<file path="config.mk">
export PLATFORM = sky130hd
export DESIGN_NAME = multi_sel_rx_flat
export DESIGN_NICKNAME = d
export VERILOG_FILES = /design/src/rtl/multi_sel_pkg.sv /design/src/rtl/multi_sel_rx_if.sv /design/src/rtl/sync_fifo2.sv /design/src/rtl/multi_sel_rx.sv /design/src/flat_wrapper.sv
export SDC_FILE = /design/constraint.sdc
export NUM_CORES = 1
export LEC_CHECK = 0
export CAP_MARGIN = 20
export CORE_MARGIN = 3
export CORE_UTILIZATION = 55
export DETAILED_ROUTE_END_ITERATION = 7
export PLACE_DENSITY = 0.79
export SYNTH_ARGS = -nofsm -noshare
export SYNTH_HDL_FRONTEND = slang
export SYNTH_HIERARCHICAL = 1
export SYNTH_SLANG_ARGS = --single-unit
</file>
<file path="constraint.sdc">
create_clock -name clk -period 5 [get_ports clk]
set_input_delay 0.75 -clock clk [delete_from_list [all_inputs] [get_ports clk]]
set_output_delay 0.75 -clock clk [all_outputs]
set_load 0.1 [all_outputs]
</file>
<file path="src/rtl/multi_sel_pkg.sv">
// Shared constants and phase encoding for the multi_sel stream (tx and rx).
package multi_sel_pkg;

  localparam int unsigned D_W   = 8;
  localparam int unsigned OUT_W = D_W + 3;

  // Per-phase multipliers applied to the operand by the transmitter
  localparam int unsigned MUL_PH1 = 3;
  localparam int unsigned MUL_PH2 = 7;
  localparam int unsigned MUL_PH3 = 8;

  typedef enum logic [2:0] {
    HUNT = 3'd0,
    PH1  = 3'd1,
    PH2  = 3'd2,
    PH3  = 3'd3,
    EXP0 = 3'd4
  } phase_e;

endpackage

</file>
<file path="src/rtl/multi_sel_rx_if.sv">
// Stream-in / operand-out bundle of the multi_sel receiver.
interface multi_sel_rx_if #(
  parameter int unsigned D_W   = 8,
  parameter int unsigned OUT_W = 11,
  parameter int unsigned CNT_W = 8
);

  logic             in_grant;
  logic [OUT_W-1:0] in_data;
  logic             m_valid;
  logic             m_ready;
  logic [D_W-1:0]   m_data;
  logic             err;
  logic             drop;
  logic [CNT_W-1:0] err_cnt;
  logic [CNT_W-1:0] drop_cnt;

  // Stream source / downstream sink side
  modport master (
    output in_grant, in_data, m_ready,
    input  m_valid, m_data, err, drop, err_cnt, drop_cnt
  );

  // Receiver side
  modport slave (
    input  in_grant, in_data, m_ready,
    output m_valid, m_data, err, drop, err_cnt, drop_cnt
  );

endinterface

</file>
<file path="src/rtl/sync_fifo2.sv">
// Two-entry FIFO with registered head, full and empty; push+pop allowed together.
module sync_fifo2 #(
  parameter int unsigned W = 8
) (
  input  logic         clk,
  input  logic         rst,
  input  logic         push,
  input  logic         pop,
  input  logic [W-1:0] din,
  output logic [W-1:0] dout,
  output logic         full,
  output logic         empty
);

  logic [W-1:0] head;
  logic [W-1:0] tail;
  logic [1:0]   count;
  logic [1:0]   count_nxt;
  logic         do_pop;
  logic         do_push;

  // A pop while full frees a slot, so the push is accepted
  assign do_pop    = pop && (count != 2'd0);
  assign do_push   = push && ((count != 2'd2) || do_pop);
  assign count_nxt = count + 2'(do_push) - 2'(do_pop);

  // Storage: head is always the oldest entry
  always_ff @(posedge clk or posedge rst) begin
    if (rst) begin
      head  <= '0;
      tail  <= '0;
      count <= 2'd0;
      full  <= 1'b0;
      empty <= 1'b1;
    end else begin
      if (do_pop) begin
        if (count == 2'd2) begin
          head <= tail;
          if (do_push) tail <= din;
        end else if (do_push) begin
          head <= din;
        end
      end else if (do_push) begin
        if (count == 2'd0) head <= din;
        else               tail <= din;
      end
      count <= count_nxt;
      full  <= (count_nxt == 2'd2);
      empty <= (count_nxt == 2'd0);
    end
  end

  assign dout = head;

endmodule

</file>
<file path="src/rtl/multi_sel_rx.sv">
// Frame-locking decoder for the multi_sel d/3d/7d/8d stream with FIFO'd output.
module multi_sel_rx #(
  parameter int unsigned D_W   = multi_sel_pkg::D_W,
  parameter int unsigned OUT_W = multi_sel_pkg::OUT_W,
  parameter int unsigned CNT_W = 8
) (
  input logic            clk,
  input logic            rst,
  multi_sel_rx_if.slave  bus
);

  import multi_sel_pkg::*;

  phase_e           state;
  phase_e           state_nxt;
  logic [D_W-1:0]   d_reg;
  logic [D_W-1:0]   d_nxt;
  logic             bad;
  logic             bad_nxt;
  logic             err_c;
  logic             drop_c;
  logic             push_c;
  logic             pop_c;
  logic             fifo_full;
  logic             fifo_empty;
  logic [D_W-1:0]   fifo_dout;
  logic [OUT_W-1:0] d_ext;
  logic [OUT_W-1:0] exp_val;
  logic             hi_bad;
  logic             mismatch;
  logic             err;
  logic             drop;
  logic [CNT_W-1:0] err_cnt;
  logic [CNT_W-1:0] drop_cnt;

  assign d_ext  = OUT_W'(d_reg);
  assign hi_bad = (bus.in_data[OUT_W-1:D_W] != '0);
  assign pop_c  = !fifo_empty && bus.m_ready;

  // Expected stream word for the current derived phase
  always_comb begin
    exp_val = '0;
    case (state)
      PH1:     exp_val = d_ext * OUT_W'(MUL_PH1);
      PH2:     exp_val = d_ext * OUT_W'(MUL_PH2);
      PH3:     exp_val = d_ext * OUT_W'(MUL_PH3);
      default: exp_val = '0;
    endcase
  end

  assign mismatch = (bus.in_data != exp_val);

  // Phase tracking, frame verdict and output decisions
  always_comb begin
    state_nxt = state;
    d_nxt     = d_reg;
    bad_nxt   = bad;
    err_c     = 1'b0;
    drop_c    = 1'b0;
    push_c    = 1'b0;
    if (bus.in_grant) begin
      // Grant always starts a new frame; mid-frame it aborts the old one
      state_nxt = PH1;
      d_nxt     = bus.in_data[D_W-1:0];
      bad_nxt   = hi_bad;
      err_c     = (state == PH1) || (state == PH2) || (state == PH3);
    end else begin
      case (state)
        HUNT: state_nxt = HUNT;
        PH1: begin
          bad_nxt   = bad | mismatch;
          state_nxt = PH2;
        end
        PH2: begin
          bad_nxt   = bad | mismatch;
          state_nxt = PH3;
        end
        PH3: begin
          state_nxt = EXP0;
          if (bad || mismatch)             err_c  = 1'b1;
          else if (fifo_full && !pop_c)    drop_c = 1'b1;
          else                             push_c = 1'b1;
        end
        EXP0: begin
          err_c     = 1'b1;
          state_nxt = HUNT;
        end
        default: state_nxt = HUNT;
      endcase
    end
  end

  // Phase state, captured operand and error flags
  always_ff @(posedge clk or posedge rst) begin
    if (rst) begin
      state    <= HUNT;
      d_reg    <= '0;
      bad      <= 1'b0;
      err      <= 1'b0;
      drop     <= 1'b0;
      err_cnt  <= '0;
      drop_cnt <= '0;
    end else begin
      state <= state_nxt;
      d_reg <= d_nxt;
      bad   <= bad_nxt;
      err   <= err_c;
      drop  <= drop_c;
      if (err_c && (err_cnt != '1))   err_cnt  <= err_cnt + CNT_W'(1);
      if (drop_c && (drop_cnt != '1)) drop_cnt <= drop_cnt + CNT_W'(1);
    end
  end

  sync_fifo2 #(.W(D_W)) u_fifo (
    .clk   (clk),
    .rst   (rst),
    .push  (push_c),
    .pop   (pop_c),
    .din   (d_reg),
    .dout  (fifo_dout),
    .full  (fifo_full),
    .empty (fifo_empty)
  );

  assign bus.m_valid  = !fifo_empty;
  assign bus.m_data   = fifo_dout;
  assign bus.err      = err;
  assign bus.drop     = drop;
  assign bus.err_cnt  = err_cnt;
  assign bus.drop_cnt = drop_cnt;

endmodule

</file>
<file path="src/flat_wrapper.sv">
// flat-port wrapper written by rule: the top's interface ports become plain ports
module multi_sel_rx_flat import multi_sel_pkg::*;
#(
  parameter int unsigned D_W   = multi_sel_pkg::D_W,
  parameter int unsigned OUT_W = multi_sel_pkg::OUT_W,
  parameter int unsigned CNT_W = 8
)
  (clk, rst, bus_in_grant, bus_in_data, bus_m_ready, bus_m_valid, bus_m_data, bus_err, bus_drop, bus_err_cnt, bus_drop_cnt);
  multi_sel_rx_if #(.D_W(D_W), .OUT_W(OUT_W), .CNT_W(CNT_W)) bus_i ();
  input logic clk;
  input logic rst;
  input wire logic [$bits(bus_i.in_grant)-1:0] bus_in_grant;
  input wire logic [$bits(bus_i.in_data)-1:0] bus_in_data;
  input wire logic [$bits(bus_i.m_ready)-1:0] bus_m_ready;
  output wire logic [$bits(bus_i.m_valid)-1:0] bus_m_valid;
  output wire logic [$bits(bus_i.m_data)-1:0] bus_m_data;
  output wire logic [$bits(bus_i.err)-1:0] bus_err;
  output wire logic [$bits(bus_i.drop)-1:0] bus_drop;
  output wire logic [$bits(bus_i.err_cnt)-1:0] bus_err_cnt;
  output wire logic [$bits(bus_i.drop_cnt)-1:0] bus_drop_cnt;
  assign bus_i.in_grant = bus_in_grant;
  assign bus_i.in_data = bus_in_data;
  assign bus_i.m_ready = bus_m_ready;
  assign bus_m_valid = bus_i.m_valid;
  assign bus_m_data = bus_i.m_data;
  assign bus_err = bus_i.err;
  assign bus_drop = bus_i.drop;
  assign bus_err_cnt = bus_i.err_cnt;
  assign bus_drop_cnt = bus_i.drop_cnt;
  multi_sel_rx #(.D_W(D_W), .OUT_W(OUT_W), .CNT_W(CNT_W)) u_core (.clk(clk), .rst(rst), .bus(bus_i));
endmodule
</file>
Word-level counts from Yosys, hierarchy flattened
Index checks and enable logic that the tools add are counted.
- bits of input ports: 15
- word-level logic and storage cells: 80
- flip-flop bits (word level): 50
- output and inout bits: 27
- add/sub/neg operators: 4
- multiplexer cells: 25
- eq/ne operators: 13
- bitwise logic cells: 1
- reductions and logical operators: 23
- multiply operators: 2
- operators with widths (operator ; number):
    8-bit 2-to-1 mux ; 9
    11-bit one-hot mux with 3 select lines ; 1
    8-bit by 1-bit adder with 8-bit output (second input constant) ; 2
    8-bit != test (second input constant) ; 2
    1-bit 2-to-1 mux ; 12
    8-bit by 3-bit multiplier with 11-bit output (second input constant) ; 1
    11-bit != test ; 1
    8-bit by 2-bit multiplier with 10-bit output (second input constant) ; 1
    2-bit nonzero test ; 5
    3-bit one-hot mux with 3 select lines ; 1
    3-bit by 2-bit == test with 1-bit output (second input constant) ; 2
    1-bit logical AND ; 6
    2-bit != test (second input constant) ; 3
    2-bit == test (second input constant) ; 2
    2-bit zero test ; 2
    1-bit logical OR ; 4
    4-bit AND reduction ; 1
    3-bit by 1-bit == test with 1-bit output (second input constant) ; 1
    3-bit == test (second input constant) ; 1
    3-bit 2-to-1 mux ; 1
    3-bit AND reduction ; 1
    3-bit nonzero test ; 1
    2-bit by 1-bit adder with 2-bit output ; 1
    1-bit zero test ; 2
    other kinds (5) ; 5

Logic depth before layout (Yosys ltp)
Gate-level depths: netlist of the first run.
- depth in word-level cells: 12
- mapped depth: 19
- gate-level depth less buffers: 19

Modules after synthesis
Netlist of the first run, hierarchy kept.
- modules (own cells, without submodules) (module ; cells each ; sequential area each (µm²) ; area each (µm²) ; instances):
    multi_sel_rx ; 276 ; 750.7 ; 2650.0 ; 1
    sync_fifo2 ; 65 ; 501.7 ; 955.9 ; 1

Worst setup path before layout of the first run
OpenSTA, ideal clock, no wires.
- path kind: reg-to-reg
- from: reg u_core.d_reg[0]
- to: reg u_core.u_fifo.full
- stages on the path, launching flop included: 20
- setup slack: 562 ps
- arrival time: 4365 ps
- period minus slack after synthesis: 4438 ps
- setup time: 73 ps
- data required time: 4927 ps
- path buffers: 0
- path through: dfrtp_1 > fa_1 > ha_1 > inv_1 > fa_1 > nand2b_1 > a21oi_1 > mux2i_1 > a211oi_1 > a211oi_2 > nor4_4 > nand4_4 > and2b_2 > o21ai_0 > ha_1 > inv_1 > ha_1 > xnor2_1 > xnor2_1 > nor2b_1
- longest elaborated chain between the ends: 11
- elaborated cells on any way between the ends: 12
- those cells by class: add/sub (2); mul (2); eq/ne (2); mux (4); reduce/logical (2)
- RTL lines (item ; line ; text):
    from (decl) ; multi_sel_rx.sv:16 ; logic [D_W-1:0] d_reg;
    from (signal assigned) ; multi_sel_rx.sv:105 ; d_reg <= d_nxt;
    8-bit by 3-bit multiplier with 11-bit output / 8-bit by 2-bit multiplier with 10-bit output (equally long branches) ; multi_sel_rx.sv:45, multi_sel_rx.sv:44 ;
    11-bit one-hot mux with 3 select lines (*) ; multi_sel_rx.sv:43 ; case (state)
    11-bit != test (*) ; multi_sel_rx.sv:51 ; assign mismatch = (bus.in_data != exp_val);
    1-bit logical OR (*) ; multi_sel_rx.sv:80 ; if (bad || mismatch) err_c = 1'b1;
    1-bit 2-to-1 mux (*) ; multi_sel_rx.sv:80 ;
    1-bit 2-to-1 mux (*) ; multi_sel_rx.sv:68 ; case (state)
    1-bit 2-to-1 mux (*) ; multi_sel_rx.sv:61 ; if (bus.in_grant) begin
    via u_core.push_c ; multi_sel_rx.sv:22 ; logic push_c;
    1-bit logical AND (*) ; sync_fifo2.sv:24 ; assign do_push = push && ((count != 2'd2) || do_pop);
    2-bit by 1-bit adder with 2-bit output (*) ; sync_fifo2.sv:25 ; assign count_nxt = count + 2'(do_push) - 2'(do_pop);
    2-bit by 1-bit subtractor with 2-bit output (*) ; sync_fifo2.sv:25 ;
    via u_core.u_fifo.count_nxt[1] ; sync_fifo2.sv:18 ; logic [1:0] count_nxt;
    2-bit == test (*) ; sync_fifo2.sv:48 ; full <= (count_nxt == 2'd2);
    to (signal assigned) ; sync_fifo2.sv:48 ;
    to (decl) ; sync_fifo2.sv:11 ; output logic full,
The timed path passes the listed nets; every way through them passes the cells marked *.
A chain may end at the register's enable or synchronous reset.

Worst setup path after layout of the first run
- from: reg u_core.d_reg[1]
- to: reg u_core.u_fifo.full
Same word-level chain as after synthesis.

==> flow_summary.json, run 1 <==
{
  "first_global_vias": 2622,
  "antenna_found_initial": 0,
  "p_int_uw": 792,
  "place.port_buffers": 41,
  "seq_area_frac_synth": 0.347,
  "cts_tree": "done",
  "fin_crit_ns": 4.75,
  "yosys_warnings": 6,
  "nFillCells": 478,
  "postSynthNetCount": 385,
  "grt_max_degree": 31,
  "cap_violations": 0,
  "finalSetupViolations": 0,
  "ctsHoldBuffers": 0,
  "yosys.area.top_type": "dfrtp_1",
  "critPathMostFrequentCell": "ha_1",
  "swShare": 0.445,
  "cp.arrival_ns": 4.99,
  "fin_crit_sh": 0.951,
  "synth.most_common_cell": "dfrtp_1",
  "power_leakage_uw": 0.00190,
  "crit_chain": "fa_1 > ha_1 > inv_1 > fa_1 > nand2b_1 > a21oi_2 > mux2i_1 > a211oi_1 > a211oi_2 > nor4_4 > nand4_4 > and2b_2 > o21ai_0 > ha_1 > inv_1 > ha_1 > xnor2_1 > xnor2_1 > nor2b_1",
  "dp.cells": 453,
  "synth_edf_count": 0,
  "powerDensity_mw_per_mm2": 338,
  "drtIter0Drc": 151,
  "ys_types": 72,
  "syn2layout_area_growth_pct": 17.3,
  "finalHoldViolCount": 0,
  "grt_remaining_overflow": 0,
  "synthTopCellsByArea": "dfrtp_1, mux2_2, ha_1",
  "ant_nets": 0,
  "vias": 2737,
  "crit_type": "reg -> reg",
  "pre_cts_ws_ns": 0.134,
  "setup.worst_path.start_class": "flop",
  "synth_flop_cell": "dfrtp_1",
  "grt_pass1_wl_um": 13000,
  "wl_per_cell_um": 16.8,
  "dp_hpwl_um": 5890,
  "clkTransAtPathRegs_ns": 0.11,
  "nets": 432,
  "pwr-share-seq": 0.344,
  "async_flop_share": 1.00,
  "critPathCaptureType": "flop",
  "cts_made_buffers": 5,
  "io_pins": 42,
  "wl_um": 7810,
  "cts_root_buf": "clkbuf_8",
  "netlist.area_leader.share": 0.340,
  "core_area_mm2": 0.00613,
  "slew_headroom": 0.348,
  "post_dp_cell_area_mm2": 0.00410,
  "vias_per_cell": 5.90,
  "ys_ff_latch": 50,
  "fin_worst_skew_ns": 0.0149,
  "whs_ns": 0.505,
  "finalMaxSlewViolations": 0,
  "routabilityCongestion": 0.902,
  "dieWidth_um": 87.0,
  "hp-class": "reg -> reg",
  "p_sw_uw": 636,
  "drtPass1Iterations": 4,
  "cts_max_path_buffers": 2,
  "cp_slowest_cell": "fa_1",
  "die-area_mm2": 0.00756,
  "reg2reg_depth": 19,
  "cpPeakStageDelay_ns": 0.53,
  "synth.avg_cell_area_um2": 10.6,
  "drive_above_1_share": 0.183,
  "n_antenna_cell": 0,
  "ir_worst_vdd_mv": 0.302,
  "combPwrFrac": 0.476,
  "track_usage": 0.217,
  "synth_top_cells_by_count": "dfrtp_1, mux2_2, ha_1",
  "status": "finished, final reports clean",
  "cts_sinks": 50,
  "fin_ws_ns": 0.246,
  "rows": 28,
  "clkLatencyLatePin_ns": 0.31,
  "holdPathStages": 1,
  "htree_levels": 2,
  "cp_max_fo": 9,
  "required_ns": 5.24,
  "synth_cells": 341,
  "tightest_slew_ns": 0.976,
  "netlist_area_mm2": 0.00361,
  "die_height_um": 87.0,
  "drc": 0,
  "clock_power_share": 0.180,
  "fin_area_mm2": 0.00423,
  "initial_core_util": 0.588,
  "fmax_ghz": 0.210,
  "final_cells": 464
}
metal layers:
layer  track usage  share of wire  vias up
li1              -              -     1323
met1         0.313           0.49     1336
met2         0.340           0.46       66
met3        0.0388          0.034       12
met4        0.0510          0.015        0
met5             0              0        -
layout make-up:
cell class                      count  area [um2]  area share
Inverter                           18        67.6      0.0160
Clock buffer                        5        68.8      0.0163
Sequential cell                    50        1250       0.297
Multi-Input combinational cell    265        2250       0.533
Clock inverter                      3        28.8     0.00680
Timing Repair Buffer               48         463       0.109
Tap cell                           75        93.8      0.0222
worst max-delay path, delay by kind of cell, from the launching register on:
kind,cells,cell delay [ns]
AO/OA/AOI/OAI,4,0.76
XOR/XNOR,2,0.38
adder cells (fa/ha/maj),5,1.61
buffers and inverters,2,0.10
flip-flops,1,0.49
multiplexers,1,0.13
AND/OR/NAND/NOR,5,1.23
timing repair:
item	CTS	global route
buffers inserted	0	3
setup endpoints to repair	0	11
resized for setup	0	5
kinds of logic after synthesis:
logic type               synth area share
adder cells (fa/ha/maj)             0.119
AND/OR/NAND/NOR                     0.175
XOR/XNOR                           0.0704
multiplexers                        0.114
AO/OA/AOI/OAI                       0.144
flip-flops                          0.347
buffers and inverters              0.0305
metrics by stage:
stage / util / power (uW) / setup TNS [ns]
after floorplan: - / 1010 / 0
after global placement: 0.668 / 1150 / 0
after detailed placement: 0.668 / 1160 / 0
after CTS: 0.684 / 1420 / 0
after global routing: 0.690 / 1510 / -0.00196
final: 0.690 / 1430 / 0
placed cells by master (no fill, tap or decap), types with 3 or more instances in the layout:
cell type	count
nand2_1	16
a211oi_2	3
a21oi_1	7
o21ai_1	4
xor2_1	13
nor2b_1	7
and3_1	6
ha_1	20
nor3_1	4
dfrtp_1	47
mux2_1	3
nor2_1	18
o2111ai_1	4
nand2b_1	10
xnor2_1	15
mux2i_1	5
nand3_1	5
o32ai_1	3
nor3b_1	3
inv_1	18
fa_1	9
a211oi_1	3
o22ai_1	5
o21a_1	3
or2_2	5
clkbuf_8	5
mux2_2	29
buf_4	7
clkdlybuf4s50_1	41
o21ai_0	15
power by group through the flow:
stage / logic (uW) / clock network, uW / registers, uW
after floorplan: 334 / 0 / 674
after global placement: 656 / 0 / 498
after detailed placement: 658 / 0 / 499
after CTS: 662 / 266 / 491
after global routing: 726 / 282 / 500
final: 679 / 258 / 491
final timing paths:
| path | slack (ns) | from | to |
|---|---|---|---|
| worst min register to register | 0.51 | u_core/bus.err_cnt[4]$_DFFE_PP0P_ | u_core/bus.err_cnt[4]$_DFFE_PP0P_ |
| worst max register to register | 0.25 | u_core/d_reg[1]$_DFFE_PP0P_ | u_core/u_fifo/full$_DFF_PP0_ |
| worst max-delay path | 0.25 | u_core/d_reg[1]$_DFFE_PP0P_ | u_core/u_fifo/full$_DFF_PP0_ |
| min in group asynchronous | 0.85 | rst | u_core/bus.err$_DFF_PP0_ |
| worst min-delay path | 0.51 | u_core/bus.err_cnt[4]$_DFFE_PP0P_ | u_core/bus.err_cnt[4]$_DFFE_PP0P_ |
| max in group asynchronous | 3.63 | rst | u_core/u_fifo/tail[2]$_DFFE_PP0P_ |
No activity file was read; power rests on OpenSTA's default activity.
==> run 2, diff against run 1 <==
- SLEW_MARGIN: default -> 20
- TNS_END_PERCENT: default -> 30
==> results of run 2 <==
The final DEF is identical to that of run 1; final timing and power are the same.
